==> src/rtl/sp8kb_arb_if.sv <==
// sp8kb_arb_if: client A/B request-grant-return signals plus the SP8KB pin bundle.
// The arbiter uses the slave modport; clients and the RAM side use master.
interface sp8kb_arb_if #(
  parameter int DATA_WIDTH = 18,
  parameter int ADDR_WIDTH = 9
);
  logic                  a_req;
  logic                  a_we;
  logic [ADDR_WIDTH-1:0] a_ad;
  logic [DATA_WIDTH-1:0] a_di;
  logic                  a_gnt;
  logic                  a_dv;
  logic [DATA_WIDTH-1:0] a_do;

  logic                  b_req;
  logic                  b_we;
  logic [ADDR_WIDTH-1:0] b_ad;
  logic [DATA_WIDTH-1:0] b_di;
  logic                  b_gnt;
  logic                  b_dv;
  logic [DATA_WIDTH-1:0] b_do;

  logic                  ram_ce;
  logic                  ram_we;
  logic [ADDR_WIDTH-1:0] ram_ad;
  logic [DATA_WIDTH-1:0] ram_di;
  logic [DATA_WIDTH-1:0] ram_do;

  logic                  busy;

  modport master (
    output a_req, a_we, a_ad, a_di,
    output b_req, b_we, b_ad, b_di,
    output ram_do,
    input  a_gnt, a_dv, a_do,
    input  b_gnt, b_dv, b_do,
    input  ram_ce, ram_we, ram_ad, ram_di,
    input  busy
  );

  modport slave (
    input  a_req, a_we, a_ad, a_di,
    input  b_req, b_we, b_ad, b_di,
    input  ram_do,
    output a_gnt, a_dv, a_do,
    output b_gnt, b_dv, b_do,
    output ram_ce, ram_we, ram_ad, ram_di,
    output busy
  );
endinterface

==> src/rtl/sp8kb_arb.sv <==
// sp8kb_arb: two-client round-robin arbiter and read-return sequencer for one SP8KB port.
// Define SP8KB_ARB_CLEAR_EN to zero-fill the whole RAM after every reset before granting.
module sp8kb_arb #(
  parameter int DATA_WIDTH = 18,
  parameter int ADDR_WIDTH = 9,
  parameter int RD_LATENCY = 1
) (
  input logic        clk,
  input logic        rst,
  sp8kb_arb_if.slave bus
);

  typedef enum logic {ST_CLEAR, ST_RUN} state_e;
  typedef enum logic {CL_A = 1'b0, CL_B = 1'b1} client_e;

`ifdef SP8KB_ARB_CLEAR_EN
  localparam state_e STATE_RST = ST_CLEAR;
`else
  localparam state_e STATE_RST = ST_RUN;
`endif

  state_e                state_q, state_d;
  client_e               last_q, last_d;
  logic [RD_LATENCY-1:0] pipe_vld_q, pipe_vld_d;
  logic [RD_LATENCY-1:0] pipe_id_q, pipe_id_d;
  logic                  run;
  logic                  a_win;
  logic                  a_gnt;
  logic                  b_gnt;
  logic                  tail_vld;
  logic                  tail_id;

`ifdef SP8KB_ARB_CLEAR_EN
  logic [ADDR_WIDTH-1:0] clr_addr_q, clr_addr_d;
  logic                  clearing;

  assign clearing = (state_q == ST_CLEAR) && !rst;
`endif

  always_comb begin
    state_d = state_q;
`ifdef SP8KB_ARB_CLEAR_EN
    clr_addr_d = clr_addr_q;
    if (state_q == ST_CLEAR) begin
      clr_addr_d = clr_addr_q + ADDR_WIDTH'(1);
      if (&clr_addr_q) state_d = ST_RUN;
    end
`else
    state_d = ST_RUN;
`endif
  end

  // Grants are gated by reset so nothing reaches the RAM while RST is high.
  assign run   = (state_q == ST_RUN) && !rst;
  assign a_win = bus.a_req && (!bus.b_req || (last_q == CL_B));
  assign a_gnt = run && a_win;
  assign b_gnt = run && bus.b_req && !a_win;

  assign bus.a_gnt = a_gnt;
  assign bus.b_gnt = b_gnt;

  always_comb begin
    last_d = last_q;
    if (a_gnt)      last_d = CL_A;
    else if (b_gnt) last_d = CL_B;
  end

  always_comb begin
    bus.ram_ce = 1'b0;
    bus.ram_we = 1'b0;
    bus.ram_ad = '0;
    bus.ram_di = '0;
    if (a_gnt) begin
      bus.ram_ce = 1'b1;
      bus.ram_we = bus.a_we;
      bus.ram_ad = bus.a_ad;
      bus.ram_di = bus.a_di;
    end else if (b_gnt) begin
      bus.ram_ce = 1'b1;
      bus.ram_we = bus.b_we;
      bus.ram_ad = bus.b_ad;
      bus.ram_di = bus.b_di;
    end
`ifdef SP8KB_ARB_CLEAR_EN
    else if (clearing) begin
      bus.ram_ce = 1'b1;
      bus.ram_we = 1'b1;
      bus.ram_ad = clr_addr_q;
    end
`endif
  end

`ifdef SP8KB_ARB_CLEAR_EN
  assign bus.busy = (state_q == ST_CLEAR);
`else
  assign bus.busy = 1'b0;
`endif

  // Stage 0 captures the read issued this cycle; the tail lines up with RAM_DO.
  always_comb begin
    pipe_vld_d    = pipe_vld_q;
    pipe_id_d     = pipe_id_q;
    pipe_vld_d[0] = (a_gnt && !bus.a_we) || (b_gnt && !bus.b_we);
    pipe_id_d[0]  = b_gnt;
    for (int i = 1; i < RD_LATENCY; i++) begin
      pipe_vld_d[i] = pipe_vld_q[i-1];
      pipe_id_d[i]  = pipe_id_q[i-1];
    end
  end

  assign tail_vld = pipe_vld_q[RD_LATENCY-1];
  assign tail_id  = pipe_id_q[RD_LATENCY-1];

  assign bus.a_dv = tail_vld && !tail_id;
  assign bus.b_dv = tail_vld && tail_id;
  assign bus.a_do = bus.a_dv ? bus.ram_do : '0;
  assign bus.b_do = bus.b_dv ? bus.ram_do : '0;

  always_ff @(posedge clk or posedge rst) begin
    if (rst) begin
      state_q    <= STATE_RST;
      last_q     <= CL_B;
      pipe_vld_q <= '0;
      pipe_id_q  <= '0;
`ifdef SP8KB_ARB_CLEAR_EN
      clr_addr_q <= '0;
`endif
    end else begin
      state_q    <= state_d;
      last_q     <= last_d;
      pipe_vld_q <= pipe_vld_d;
      pipe_id_q  <= pipe_id_d;
`ifdef SP8KB_ARB_CLEAR_EN
      clr_addr_q <= clr_addr_d;
`endif
    end
  end

endmodule

==> src/flat_wrapper.sv <==
// flat-port wrapper written by rule: the top's interface ports become plain ports
module sp8kb_arb_flat 
#(
  parameter int DATA_WIDTH = 18,
  parameter int ADDR_WIDTH = 9,
  parameter int RD_LATENCY = 1
)
  (clk, rst, bus_a_req, bus_a_we, bus_a_ad, bus_a_di, bus_b_req, bus_b_we, bus_b_ad, bus_b_di, bus_ram_do, bus_a_gnt, bus_a_dv, bus_a_do, bus_b_gnt, bus_b_dv, bus_b_do, bus_ram_ce, bus_ram_we, bus_ram_ad, bus_ram_di, bus_busy);
  sp8kb_arb_if #(.DATA_WIDTH(DATA_WIDTH), .ADDR_WIDTH(ADDR_WIDTH)) bus_i ();
  input logic clk;
  input logic rst;
  input wire logic [$bits(bus_i.a_req)-1:0] bus_a_req;
  input wire logic [$bits(bus_i.a_we)-1:0] bus_a_we;
  input wire logic [$bits(bus_i.a_ad)-1:0] bus_a_ad;
  input wire logic [$bits(bus_i.a_di)-1:0] bus_a_di;
  input wire logic [$bits(bus_i.b_req)-1:0] bus_b_req;
  input wire logic [$bits(bus_i.b_we)-1:0] bus_b_we;
  input wire logic [$bits(bus_i.b_ad)-1:0] bus_b_ad;
  input wire logic [$bits(bus_i.b_di)-1:0] bus_b_di;
  input wire logic [$bits(bus_i.ram_do)-1:0] bus_ram_do;
  output wire logic [$bits(bus_i.a_gnt)-1:0] bus_a_gnt;
  output wire logic [$bits(bus_i.a_dv)-1:0] bus_a_dv;
  output wire logic [$bits(bus_i.a_do)-1:0] bus_a_do;
  output wire logic [$bits(bus_i.b_gnt)-1:0] bus_b_gnt;
  output wire logic [$bits(bus_i.b_dv)-1:0] bus_b_dv;
  output wire logic [$bits(bus_i.b_do)-1:0] bus_b_do;
  output wire logic [$bits(bus_i.ram_ce)-1:0] bus_ram_ce;
  output wire logic [$bits(bus_i.ram_we)-1:0] bus_ram_we;
  output wire logic [$bits(bus_i.ram_ad)-1:0] bus_ram_ad;
  output wire logic [$bits(bus_i.ram_di)-1:0] bus_ram_di;
  output wire logic [$bits(bus_i.busy)-1:0] bus_busy;
  assign bus_i.a_req = bus_a_req;
  assign bus_i.a_we = bus_a_we;
  assign bus_i.a_ad = bus_a_ad;
  assign bus_i.a_di = bus_a_di;
  assign bus_i.b_req = bus_b_req;
  assign bus_i.b_we = bus_b_we;
  assign bus_i.b_ad = bus_b_ad;
  assign bus_i.b_di = bus_b_di;
  assign bus_i.ram_do = bus_ram_do;
  assign bus_a_gnt = bus_i.a_gnt;
  assign bus_a_dv = bus_i.a_dv;
  assign bus_a_do = bus_i.a_do;
  assign bus_b_gnt = bus_i.b_gnt;
  assign bus_b_dv = bus_i.b_dv;
  assign bus_b_do = bus_i.b_do;
  assign bus_ram_ce = bus_i.ram_ce;
  assign bus_ram_we = bus_i.ram_we;
  assign bus_ram_ad = bus_i.ram_ad;
  assign bus_ram_di = bus_i.ram_di;
  assign bus_busy = bus_i.busy;
  sp8kb_arb #(.DATA_WIDTH(DATA_WIDTH), .ADDR_WIDTH(ADDR_WIDTH), .RD_LATENCY(RD_LATENCY)) u_core (.clk(clk), .rst(rst), .bus(bus_i));
endmodule
==> config.mk <==
export PLATFORM = sky130hd
export DESIGN_NAME = sp8kb_arb_flat
export DESIGN_NICKNAME = d
export VERILOG_FILES = /design/src/rtl/sp8kb_arb_if.sv /design/src/rtl/sp8kb_arb.sv /design/src/flat_wrapper.sv
export SDC_FILE = /design/constraint.sdc
export NUM_CORES = 1
export LEC_CHECK = 0
export CORE_MARGIN = 3
export CORE_UTILIZATION = 24
export CTS_CLUSTER_DIAMETER = 50
export CTS_CLUSTER_SIZE = 10
export DETAILED_ROUTE_END_ITERATION = 12
export GPL_TIMING_DRIVEN = 0
export PLACE_DENSITY = 0.77
export SLEW_MARGIN = 20
export SYNTH_ARGS = -nofsm -noshare
export SYNTH_HDL_FRONTEND = slang
export SYNTH_SLANG_ARGS = --single-unit
export TNS_END_PERCENT = 1
==> constraint.sdc <==
create_clock -name clk -period 1.16 [get_ports clk]
set_clock_uncertainty 0.2 [all_clocks]
set_input_delay 0.116 -clock clk [delete_from_list [all_inputs] [get_ports clk]]
set_output_delay 0.116 -clock clk [all_outputs]
set_load 0.01 [all_outputs]
# Word-level counts from Yosys, hierarchy flattened
# Index checks and enable logic that the tools add are counted.
word_totals:
  ff_bits: 3
  inputBits: 78
  word_cells: 32
op_classes:
  muxes: 12
  reduce_logical: 17
ops:
  columns: ["operator", "n"]
  rows:
  - ["18-bit two-way mux", 4]
  - ["9-bit two-way mux", 2]
  - ["1-bit logical AND", 8]
  - ["1-bit logical NOT", 6]
  - ["1-bit two-way mux", 6]
  - ["1-bit logical OR", 2]
  - ["2-bit nonzero test", 1]

# Longest topological paths before layout
depth:
  depth_word: 7
  mapped_depth: 4

# Worst setup path after synthesis
# Ideal clock, no wire load.
synth_path:
  path_kind: "reg2out"
  from: "register u_core.last_q"
  to: "output bus_ram_ad[8]"
  arrival_time_ns: 1.148
  required_ns: 0.844
  setup_slack_ns: -0.304
  stages_incl_launch_ff: 4
  path_buffers: 1
  path_cell_list: "dfstp_2 -> nor2b_2 -> buf_2 -> o32ai_1"
synth_between:
  elab_chain_len: 6
  word_cells_on_any_way: 7
synth_rtl:
  columns: ["element", "line_no", "source"]
  rows:
  - ["start, declared", "sp8kb_arb.sv:23", "client_e last_q, last_d;"]
  - ["start signal, assigned", "sp8kb_arb.sv:130", "last_q <= last_d;"]
  - ["1-bit logical OR (*)", "sp8kb_arb.sv:55", "assign a_win = bus.a_req && (!bus.b_req || (last_q == CL_B));"]
  - ["1-bit logical AND (*)", "sp8kb_arb.sv:55", null]
  - ["1-bit logical NOT", "sp8kb_arb.sv:57", "assign b_gnt = run && bus.b_req && !a_win;"]
  - ["1-bit logical AND", "sp8kb_arb.sv:57", null]
  - ["9-bit two-way mux", "sp8kb_arb.sv:78", "end else if (b_gnt) begin"]
  - ["9-bit two-way mux (*)", "sp8kb_arb.sv:73", "if (a_gnt) begin"]
  - ["end, declared", "flat_wrapper.sv:29", "output wire logic [$bits(bus_i.ram_ad)-1:0] bus_ram_ad;"]
# Mark *: on every way between the ends. The rest lies on a longest branch, timed or not.

# Final worst setup path
layout_path:
  from: "register u_core.last_q"
  to: "output bus_ram_ad[5]"
# The elaborated chain is that of the path after synthesis.

==> metrics <==
required time worst endpoint 0.84 ns; Final Power 1.94 mW; final wirelength 5920 um; Mapped Nets 254; I/O pin cnt 148; routed vias/inst 4.76; CTS buffer count 3; Synth Register Bits 3; final worst path period need 1.79 ns; Synth warnings 0; height of the die 77.2 um; DR pass1 iterations 4; Clk pin slew, worst setup/hold paths 0.03 ns; CTS sink cnt 3; failing checks negative setup slack; Placer Congestion 0.744; Setup-failing EPs final 71; dpl hpwl 4680 um; Max Clk Rate 559 MHz; Power Dens Cells 578 mW/mm2; filler cell count 435; sequential fraction of the synthesis area 6.27%; # DRC 0; Syn Inst Count 176; Initial Util 25.3%; Root Driver clkbuf_8; Cell Count, Final, Fillers Out 409; Max Transition Viols Final 0; Placement Rows 25; count of cell types in the netlist 22; WHS 0.0525 ns; Max Cap Viol 0; Placed Cells 389; Max VDD drop 355 uV; type of the worst setup path reg -> out; gr usage total 18.3%; final hold vios 0; DRT antenna net count 0; Synth Cell Area 0.00122 mm2; commonest non-fill, non-tap cell in the layout clkdlybuf4s50_1; Area growth, synth to finish 176%; CP Launch Type flip-flop; Final Util 69.9%; GRT Residual Overflow 0; core area 0.00482 mm2; CTS H-Tree Depth 1; Worst R2R Setup Slack -0.27 ns; Iteration-0 DRC Markers 42; pre-CTS setup slack -1.12 ns; largest net degree at the start of global routing 11; # diodes 0; Buffers on Ports 146; Die Wd 77.2 um; Die ar. 0.00596 mm2; worst path arrival time 1.47 ns; status finished with violations; number of buffers on the longest clock path 2; RSZ-0062 raised after global routing true; crit path max fanout 10; most frequent cells in the layout clkdlybuf4s50_1, nand2b_1, buf_2, o32ai_4, and3_1; Vias 1,948; Mapped Avg Cell Area 6.92 um2; global-route wire length before repair 9070 um; total leakage power 1.44 nW; initial antenna violation count 0; later-pin clock latency in the skew report 0.21 ns; number of global-route vias before repair 1,904; Final #Nets 421; worst hold path type in -> async; final period utilization 154%; CTS tree built; fraction of layout cells with a size suffix above 1 43.6%; Worst Slack Setup Final -0.629 ns; Wirelength per Cell 14.5 um; Setup crit end kind primary output
## final timing paths
| kind | cells past startpoint | to | start |
|---|---|---|---|
| max | 5 | bus_ram_ad[5] | u_core.last_q |
| min | 3 | u_core.last_q | rst |
| max reg2reg | 4 | u_core.pipe_id_q | u_core.last_q |
| min reg2reg | 1 | u_core.last_q | u_core.last_q |
| max in group asynchronous | 4 | u_core.pipe_vld_q | rst |
| min in group clk | 3 | u_core.pipe_id_q | rst |
## layer usage
layer | global-route usage (%) | share of wire, % | vias up
li1 | - | - | 948
met1 | 19.2 | 37 | 887
met2 | 35.8 | 52 | 109
met3 | 4.93 | 9.7 | 4
met4 | 3.74 | 0.64 | 0
met5 | 0 | 0 | -
## power breakdown
| group | switching, mW | internal, mW | total (mW) |
|---|---|---|---|
| registers | 0.0205 | 0.124 | 0.144 |
| clock network | 0.0689 | 0.234 | 0.303 |
| logic | 0.638 | 0.859 | 1.50 |
| total | 0.727 | 1.22 | 1.94 |
## area by class of cell
class | instances | area, um2 | area share, %
Inverter | 2 | 7.51 | 0.223
Buffer | 22 | 273 | 8.10
Sequential cell | 3 | 78.8 | 2.34
Tap cell | 67 | 83.8 | 2.49
Clock buffer | 4 | 45.0 | 1.34
Multi-Input combinational cell | 149 | 1480 | 44.1
Timing Repair Buffer | 162 | 1400 | 41.4
## synthesized netlist by cell type
cell type  number  area share, %
nand2b_1       56             29
nor2_1         19            5.9
and3_1         18            9.2
o32ai_1        17             12
nand2_1        15            4.6
o32ai_2        12             16
buf_2           9            3.7
clkbuf_1        9            2.8
and2_1          4            2.1
buf_4           2            1.2
buf_6           2            1.8
dfrtp_1         2            4.1
or2_2           2            1.0
a21bo_2         1           0.82
a22o_1          1           0.72
conb_1          1           0.31
dfstp_2         1            2.2
inv_1           1           0.31
inv_2           1           0.31
nor2b_1         1           0.51
nor2b_2         1           0.72
or2b_1          1           0.62
## sequential cells by signal, indices dropped and copies added (netlist names)
register,cells
u_core.pipe_id_q,1
u_core.last_q,1
u_core.pipe_vld_q,1
## metrics by stage
step           instance area, um2  TNS (ns)
6_report                     3370    -29.30
5_1_grt                      3370    -32.09
4_1_cts                      3320    -36.43
3_5_place_dp                 3260    -55.61
3_3_place_gp                 3260    -54.64
2_1_floorplan                1710     -5.41
## critical path: stages (launching register included)
cell,delay [ns]
dfstp_2,0.57
a21bo_4,0.20
buf_12,0.18
buf_6,0.11
o32ai_4,0.06
buf_6,0.13
## repair_timing
| item | 4_1_cts | 5_1_grt |
|---|---|---|
| pin swaps | 2 | 2 |
| endpoints found under the setup margin | 72 | 71 |
| hold buffers | 1 | 0 |
| hold endpoints to repair | 2 | 0 |
| buffers inserted | 4 | 10 |
| cloned | 1 | 0 |
| resized for setup | 211 | 89 |
## logic make-up after synthesis
logic type / after synthesis / share of synthesized area [%]
flip-flops: 3 / 6.27
AO/OA/AOI/OAI: 31 / 29.8
AND/OR/NAND/NOR: 117 / 53.4
other: 1 / 0.308
buffers and inverters: 24 / 10.2
Power figures use the tool's default switching activity.
